===== src/rtl/fifo_rewind.sv =====
// Command FIFO between the host write path and buf_executor, with selectable read timing,
// programmable level flags and a read checkpoint that lets a program be replayed after an abort.
module fifo_rewind #(
    parameter int ADDRESS_WIDTH = 4,
    parameter int DATA_WIDTH    = 40,
    parameter bit FWFT          = 1'b0,
    parameter int AFULL_LEVEL   = (1 << ADDRESS_WIDTH) - 2,
    parameter int AEMPTY_LEVEL  = 1
) (
    input  logic                     clk,
    input  logic                     reset,
    input  logic [DATA_WIDTH-1:0]    write_data,
    input  logic                     write,
    input  logic                     read,
    input  logic                     mark,
    input  logic                     release_ckpt,
    input  logic                     rewind,
    output logic [DATA_WIDTH-1:0]    read_data,
    output logic                     empty,
    output logic                     full,
    output logic                     almost_full,
    output logic                     almost_empty,
    output logic [ADDRESS_WIDTH:0]   data_count,
    output logic [ADDRESS_WIDTH:0]   occupancy,
    output logic                     ckpt_active,
    output logic                     overflow,
    output logic                     underflow
);
    localparam int                   DEPTH    = 1 << ADDRESS_WIDTH;
    localparam logic [ADDRESS_WIDTH:0] DEPTH_P  = (ADDRESS_WIDTH+1)'(DEPTH);
    localparam logic [ADDRESS_WIDTH:0] AFULL_P  = (ADDRESS_WIDTH+1)'(AFULL_LEVEL);
    localparam logic [ADDRESS_WIDTH:0] AEMPTY_P = (ADDRESS_WIDTH+1)'(AEMPTY_LEVEL);

    logic [DATA_WIDTH-1:0]  mem [DEPTH];
    logic [ADDRESS_WIDTH:0] wr_ptr, rd_ptr, ckpt_ptr, base_ptr;
    logic                   ckpt_q, overflow_q, underflow_q;
    logic                   do_write, do_read;

    // Entries between base_ptr and rd_ptr are retained for replay, so they count as used slots.
    assign base_ptr     = ckpt_q ? ckpt_ptr : rd_ptr;
    assign data_count   = wr_ptr - rd_ptr;
    assign occupancy    = wr_ptr - base_ptr;
    assign empty        = (data_count == '0);
    assign full         = (occupancy == DEPTH_P);
    assign almost_full  = (occupancy >= AFULL_P);
    assign almost_empty = (data_count <= AEMPTY_P);
    assign ckpt_active  = ckpt_q;
    assign overflow     = overflow_q;
    assign underflow    = underflow_q;

    assign do_write = write && !full;
    assign do_read  = read && !empty && !rewind;

    always_ff @(posedge clk) begin
        if (reset) begin
            wr_ptr      <= '0;
            rd_ptr      <= '0;
            ckpt_ptr    <= '0;
            ckpt_q      <= 1'b0;
            overflow_q  <= 1'b0;
            underflow_q <= 1'b0;
        end else begin
            overflow_q  <= write && full;
            underflow_q <= read && empty && !rewind;
            if (do_write)
                wr_ptr <= wr_ptr + 1'b1;
            // Rewind outranks mark and release; a rewind with no checkpoint changes nothing.
            if (rewind) begin
                if (ckpt_q)
                    rd_ptr <= ckpt_ptr;
            end else begin
                if (do_read)
                    rd_ptr <= rd_ptr + 1'b1;
                if (mark) begin
                    ckpt_ptr <= rd_ptr;
                    ckpt_q   <= 1'b1;
                end else if (release_ckpt) begin
                    ckpt_q   <= 1'b0;
                end
            end
        end
    end

    always_ff @(posedge clk) begin
        if (do_write && !reset)
            mem[wr_ptr[ADDRESS_WIDTH-1:0]] <= write_data;
    end

    generate
        if (FWFT) begin : g_fwft
            assign read_data = mem[rd_ptr[ADDRESS_WIDTH-1:0]];
        end else begin : g_reg
            logic [DATA_WIDTH-1:0] rdata_q;
            always_ff @(posedge clk) begin
                if (reset)
                    rdata_q <= '0;
                else if (do_read)
                    rdata_q <= mem[rd_ptr[ADDRESS_WIDTH-1:0]];
            end
            assign read_data = rdata_q;
        end
    endgenerate
endmodule


===== config.mk =====
export PLATFORM = sky130hd
export DESIGN_NAME = fifo_rewind
export DESIGN_NICKNAME = d
export VERILOG_FILES = /design/src/rtl/fifo_rewind.sv
export SDC_FILE = /design/constraint.sdc
export NUM_CORES = 1
export LEC_CHECK = 0
export ABC_AREA = 1
export BUFFER_PORTS_ARGS = -buffer_cell sky130_fd_sc_hd__buf_2
export CAP_MARGIN = 20
export CORE_ASPECT_RATIO = 0.75
export CORE_MARGIN = 2
export CORE_UTILIZATION = 35
export CTS_BUF_LIST = sky130_fd_sc_hd__clkbuf_4
export DETAILED_ROUTE_END_ITERATION = 8
export PLACE_DENSITY = 0.54
export SYNTH_ARGS = -nofsm -noshare
export SYNTH_HDL_FRONTEND = slang
export SYNTH_SLANG_ARGS = --single-unit

===== constraint.sdc =====
create_clock -name clk -period 6.88 [get_ports clk]
set_input_delay 1.032 -clock clk [delete_from_list [all_inputs] [get_ports clk]]
set_output_delay 1.032 -clock clk [all_outputs]
set_load 0.02 [all_outputs]

* Word level (Yosys, flattened, before mapping)
Memory sizes are Yosys's and may differ from the RTL's. A register that Yosys moved wholly into a read port is not among the register bits.
Cells that the tools add are included.
** Word-level totals
- Memory bits (writable) :: 640
- Input port bits :: 47
- Bits in read-only memories :: 0
- Memories :: 1
- Logic and storage cells :: 38
- Flip-flop bits (word level) :: 18
- Output and inout bits :: 57
- Latch bits :: 0
** Memories
- mem :: depth 16, bits a word 40, read ports 1, clocked after Yosys merged registers in 1, wr ports 1, line 34 : logic [DATA_WIDTH-1:0] mem [DEPTH];
** Cells by class
- $mul :: 0
- Divide/modulo/power cells :: 0
- Magnitude comparators :: 2
- Bitwise gates (word level) :: 1
- Shifts and indexed selects :: 0
- Equality and inequality tests :: 1
- Add/subtract/negate cells :: 4
- Multiplexer cells :: 7
- Reductions and logical operators :: 16
** Operator list (count)
- $mux W5 :: 3
- $add A5 B1 Y5 const B :: 2
- $sub A5 B5 Y5 :: 2
- $logic_and A1 B1 Y1 :: 7
- $eq A5 B5 Y1 const B :: 1
- $ge A5 B4 Y1 const B :: 1
- $le A5 B1 Y1 const B :: 1
- $logic_not A5 Y1 :: 1
- $logic_not A1 Y1 :: 4
- $mux W1 :: 4
- $reduce_and A2 Y1 :: 2
- $reduce_bool A2 Y1 :: 2
- $not A1 Y1 :: 1

* Depth between registers and ports, before layout
- Depth after elaboration :: 8
- Depth in mapped cells :: 18

* Worst setup path after synthesis
No wires, ideal clock.
- Kind :: reg-to-reg
- Start point :: register rd_ptr[0]
- End point :: memory mem[0][0] (enable)
- Clock period less this slack :: 4.798 ns
- Stages on the path, launching flop included :: 15
- Data required time :: 6.443 ns
- Setup slack :: 2.082 ns
- Data arrival time :: 4.360 ns
- Cells stage by stage :: dfxtp_1 buf_4 inv_2 buf_6 clkbuf_1 o21ai_1 ha_1 fa_1 xnor2_1 nor3_1 nand3_2 nand2_2 inv_2 nand2_4 nor2_1
** On the way
- Cells in the longest elaborated chain, start to end :: 8
** RTL lines
- start: declaration :: line 35 : logic [ADDRESS_WIDTH:0] wr_ptr, rd_ptr, ckpt_ptr, base_ptr;
- start signal: assignment :: line 70 : rd_ptr <= ckpt_ptr;
- start signal: assignment :: line 73 : rd_ptr <= rd_ptr + 1'b1;
- $mux W5
- $sub A5 B5 Y5 :: line 42 : assign occupancy = wr_ptr - base_ptr;
- net occupancy[2] :: line 24 : output logic [ADDRESS_WIDTH:0] occupancy,
- $eq A5 B5 Y1 :: line 44 : assign full = (occupancy == DEPTH_P);
- $logic_not A1 Y1 :: line 51 : assign do_write = write && !full;
- $logic_and A1 B1 Y1 :: line 51
- $logic_and A1 B1 Y1 :: line 85 : if (do_write && !reset)
- $mux W1 :: line 85
- $mux W1 (implied by the code) :: line 86 : mem[wr_ptr[ADDRESS_WIDTH-1:0]] <= write_data;
- end: declaration :: line 34
The timed path passes the listed nets, and every way through them passes these cells.

* Final worst setup path
- Start point :: register rd_ptr[0]
- End point :: output full
** On the way
- Cells in the longest elaborated chain, start to end :: 3
** RTL lines
- $mux W5
- $sub A5 B5 Y5 :: line 42
- $eq A5 B5 Y1 :: line 44
- end: declaration :: line 20 : output logic full,
Every way passes these cells.

==> summary.md <==
| Metric | Value |
|---|---|
| Setup TNS | 0 ns |
| Final #Nets | roughly 2600 |
| Top Ports | ~100 |
| Max IR drop VDD | roughly 150 µV |
| CTS Buffer Depth | 3 |
| Grt total ovfl | 0 |
| Layout cell share with drive strength beyond 1 | ~17% |
| Cell Area, Placed | between 20000 and 30000 µm² |
| Area delta synth->final | 13.3% |
| Number of port buffers | 103 |
| Crit share post-route | between 70% and 80% |
| Crit path launch type | flip-flop |
| Pre-CTS setup slack | just under 2 ns |
| Result of the run | finished with violations |
| Worst path top cell family by delay | flip-flops |
| Die area | ~82000 µm² |
| Fin cells | ~3700 |
| Crit path cell chain | inv_8 > o21ai_1 > ha_1 > fa_1 > nor2_1 > nor2b_1 > nand3_1 > nand2_2 > nand3_2 > inv_1 > buf_2 |
| H-tree depth | 4 |
| Die Ht | approximately 250 µm |
| Cell count after synthesis | 2324 |
| Mapped cell area | 27900 µm² |
| FF+latch count, synth | 698 |
| Synth Warn # | 0 |
| Post-CTS sizing | 0 |
| Antenna-violating nets left | 0 |
| Worst reg-to-reg path cell count | 15 |
| Cell Pwr Density | a little under 300 nW/µm² |
| Vias in the first global route | between 15000 and 20000 |
| Setup violators final | 0 |
| Maxcap violations | 0 |
| Syn nets | ~2400 |
| Initial antenna violation count | 12 |
| Failing checks | DRC |
| CP bufs+invs | 3 |
| Fillers | approximately 7600 |
| Initial DRC Count | between 1500 and 2000 |
| Crit path time final | 5.15 ns |
| RSZ-0062 raised after global routing | false |
| Cell depth of the worst hold path | 4 |
| Critical-path top delay cell | dfxtp_4 |
| TritonRoute pass-1 iters | 7 |
| LEAKAGE | 11.2 nW |
| Reg clk slew, reported paths | 0.07 ns |
| Distinct cell type count after synthesis | 32 |
| Seq/Total Area, Yosys | between 70% and 80% |
| Clk sink count | approximately 700 |
| Core Area | roughly 79000 µm² |
| Clock buffer count from CTS | ~170 |
| Critical path required time | just under 6 ns |
| Crit. path cell count | 11 |
| Commonest non-fill, non-tap cells in the layout | edfxtp_1 (640), nor2_1 (495), o21ai_0 (334) |
| GPL Wtd Cong | 0.842 |
| Placed cell count | roughly 3400 |
| Worst min path class | in -> reg |
| Skew final | between 0.05 and 0.06 ns |
| Max Clk Rate | 194 MHz |
| Final Util | around two fifths |
| Total Wirelength | 78.9 mm |
| Vias | between 15000 and 20000 |
| Slowest stage delay, CP | 0.99 ns |
| Starting Density | roughly 35% |
| CP Class | reg -> out |
| Worst Slack Setup Final | around 1.7 ns |
| CTS Hold Bufs | 0 |
| Post-route DRC | 14 |
| Slew Limit Fails | 0 |
| Arrival time worst endpoint | 4.12 ns |
| Largest fanout on the critical path | approximately 110 |
| Most common cell after layout, fill and taps aside | edfxtp_1 |
| Worst skew pair latency | around 1 ns |
| Max-Slew Margin vs Limit | between 20% and 30% |
| Rows | 89 |
| Hold Fails Final Rpt | 0 |
| Tot GR Track Use | approximately a fifth |
| Post-route cell area | 31600 µm² |
| Post-DP HPWL | roughly 46 mm |
| Slew of the pin with the lowest slew margin | ~1.1 ns |
| First-pass GRT wire length | roughly 120 mm |
| Vias/cell | between 5 and 6 |
| Post-CTS repair timing setup buffer count | 0 |
| CTS Root Cell | clkbuf_4 |
| Worst Setup End Kind | output port |
| Drt wl/cell | 21.5 µm |
| Syn Area/Cell | around 12 µm² |
| Largest net degree at the start of global routing | 210 |
| Die span in x | 330 µm |
| PnR Total Power | 9.29 mW |
| CTS tree | done |
| Hold Slack | about 0.33 ns |
[final timing paths]
check / end / slack [ns] / startpoint
hold / removal: ckpt_active / 0.33 / release_ckpt
setup / recovery: full / 1.73 / rd_ptr[0]
setup reg to reg: mem[13][19] / 1.98 / rd_ptr[0]
hold reg to reg: rd_ptr[4] / 0.51 / rd_ptr[4]
[cell usage after synthesis]
cell	instances	share of area, %
o21bai_1	40	1.1
nor3_1	1	0.018
nor2b_1	1	0.022
o211ai_1	40	1.1
buf_2	39	0.70
buf_4	9	0.24
nand2_1	294	4.0
inv_1	66	0.89
o21ai_1	3	0.054
a21oi_1	17	0.30
dfxtp_1	58	4.2
nand2_4	1	0.040
xor2_1	7	0.22
ha_1	13	0.58
o22ai_1	119	2.7
edfxtp_1	640	69
nor2_1	502	6.8
a31o_2	1	0.031
o21ai_0	334	6.0
nand3_2	2	0.072
clkinv_1	2	0.027
nand4_1	1	0.022
nand2_2	2	0.045
buf_1	11	0.15
o221ai_1	1	0.031
nor2_2	10	0.22
fa_1	2	0.14
inv_2	4	0.054
buf_6	2	0.081
xnor2_1	2	0.063
nand3_1	17	0.30
clkbuf_1	83	1.1
[layout make-up]
type	instances	area [µm²]	share of cell area [%]
tap	1046	1310	4.14
clock inverter	46	224	0.709
multi-input combinational	1410	6720	21.3
clock buffer	249	1870	5.91
timing repair buffer	134	793	2.51
sequential	698	20400	64.5
inverter	72	279	0.883
antenna	9	22.5	0.0712
[state kept, by name, indices dropped and copies added, names as in the netlist]
name,cells
ckpt_ptr,5
wr_ptr,5
underflow,1
mem,640
read_data,40
ckpt_active,1
rd_ptr,5
overflow,1
[routing by layer]
layer / vias up / routed length [µm] / track usage, %
li1: 8687 / - / -
met3: 120 / 6980 / 4.87
met1: 9313 / 37000 / 28.8
met4: 2 / 1740 / 6.77
met2: 742 / 33200 / 26.7
met5: - / 20 / 0
[tightest hold or removal path, cell delays in order]
cell     delay [ns]
buf_2          0.08
nand2_1        0.04
nand2_1        0.06
a21oi_1        0.05
[logic make-up after synthesis]
group	Yosys count	share of synthesized area, %
DFF	698	73.0
and+or+nand+nor	831	11.5
buffers and inverters	216	3.26
AOI/OAI and AO/OA	555	11.2
adders and majority gates	15	0.727
xor gates and xnor gates	9	0.283
[report_power, final]
group | switching [mW] | total [mW] | internal, mW
Sequential | 0.0636 | 4.78 | 4.71
Combinational | 0.841 | 1.16 | 0.316
Clock | 1.66 | 3.35 | 1.69
Total | 2.56 | 9.29 | 6.72
No activity file was read; power rests on OpenSTA's default activity.
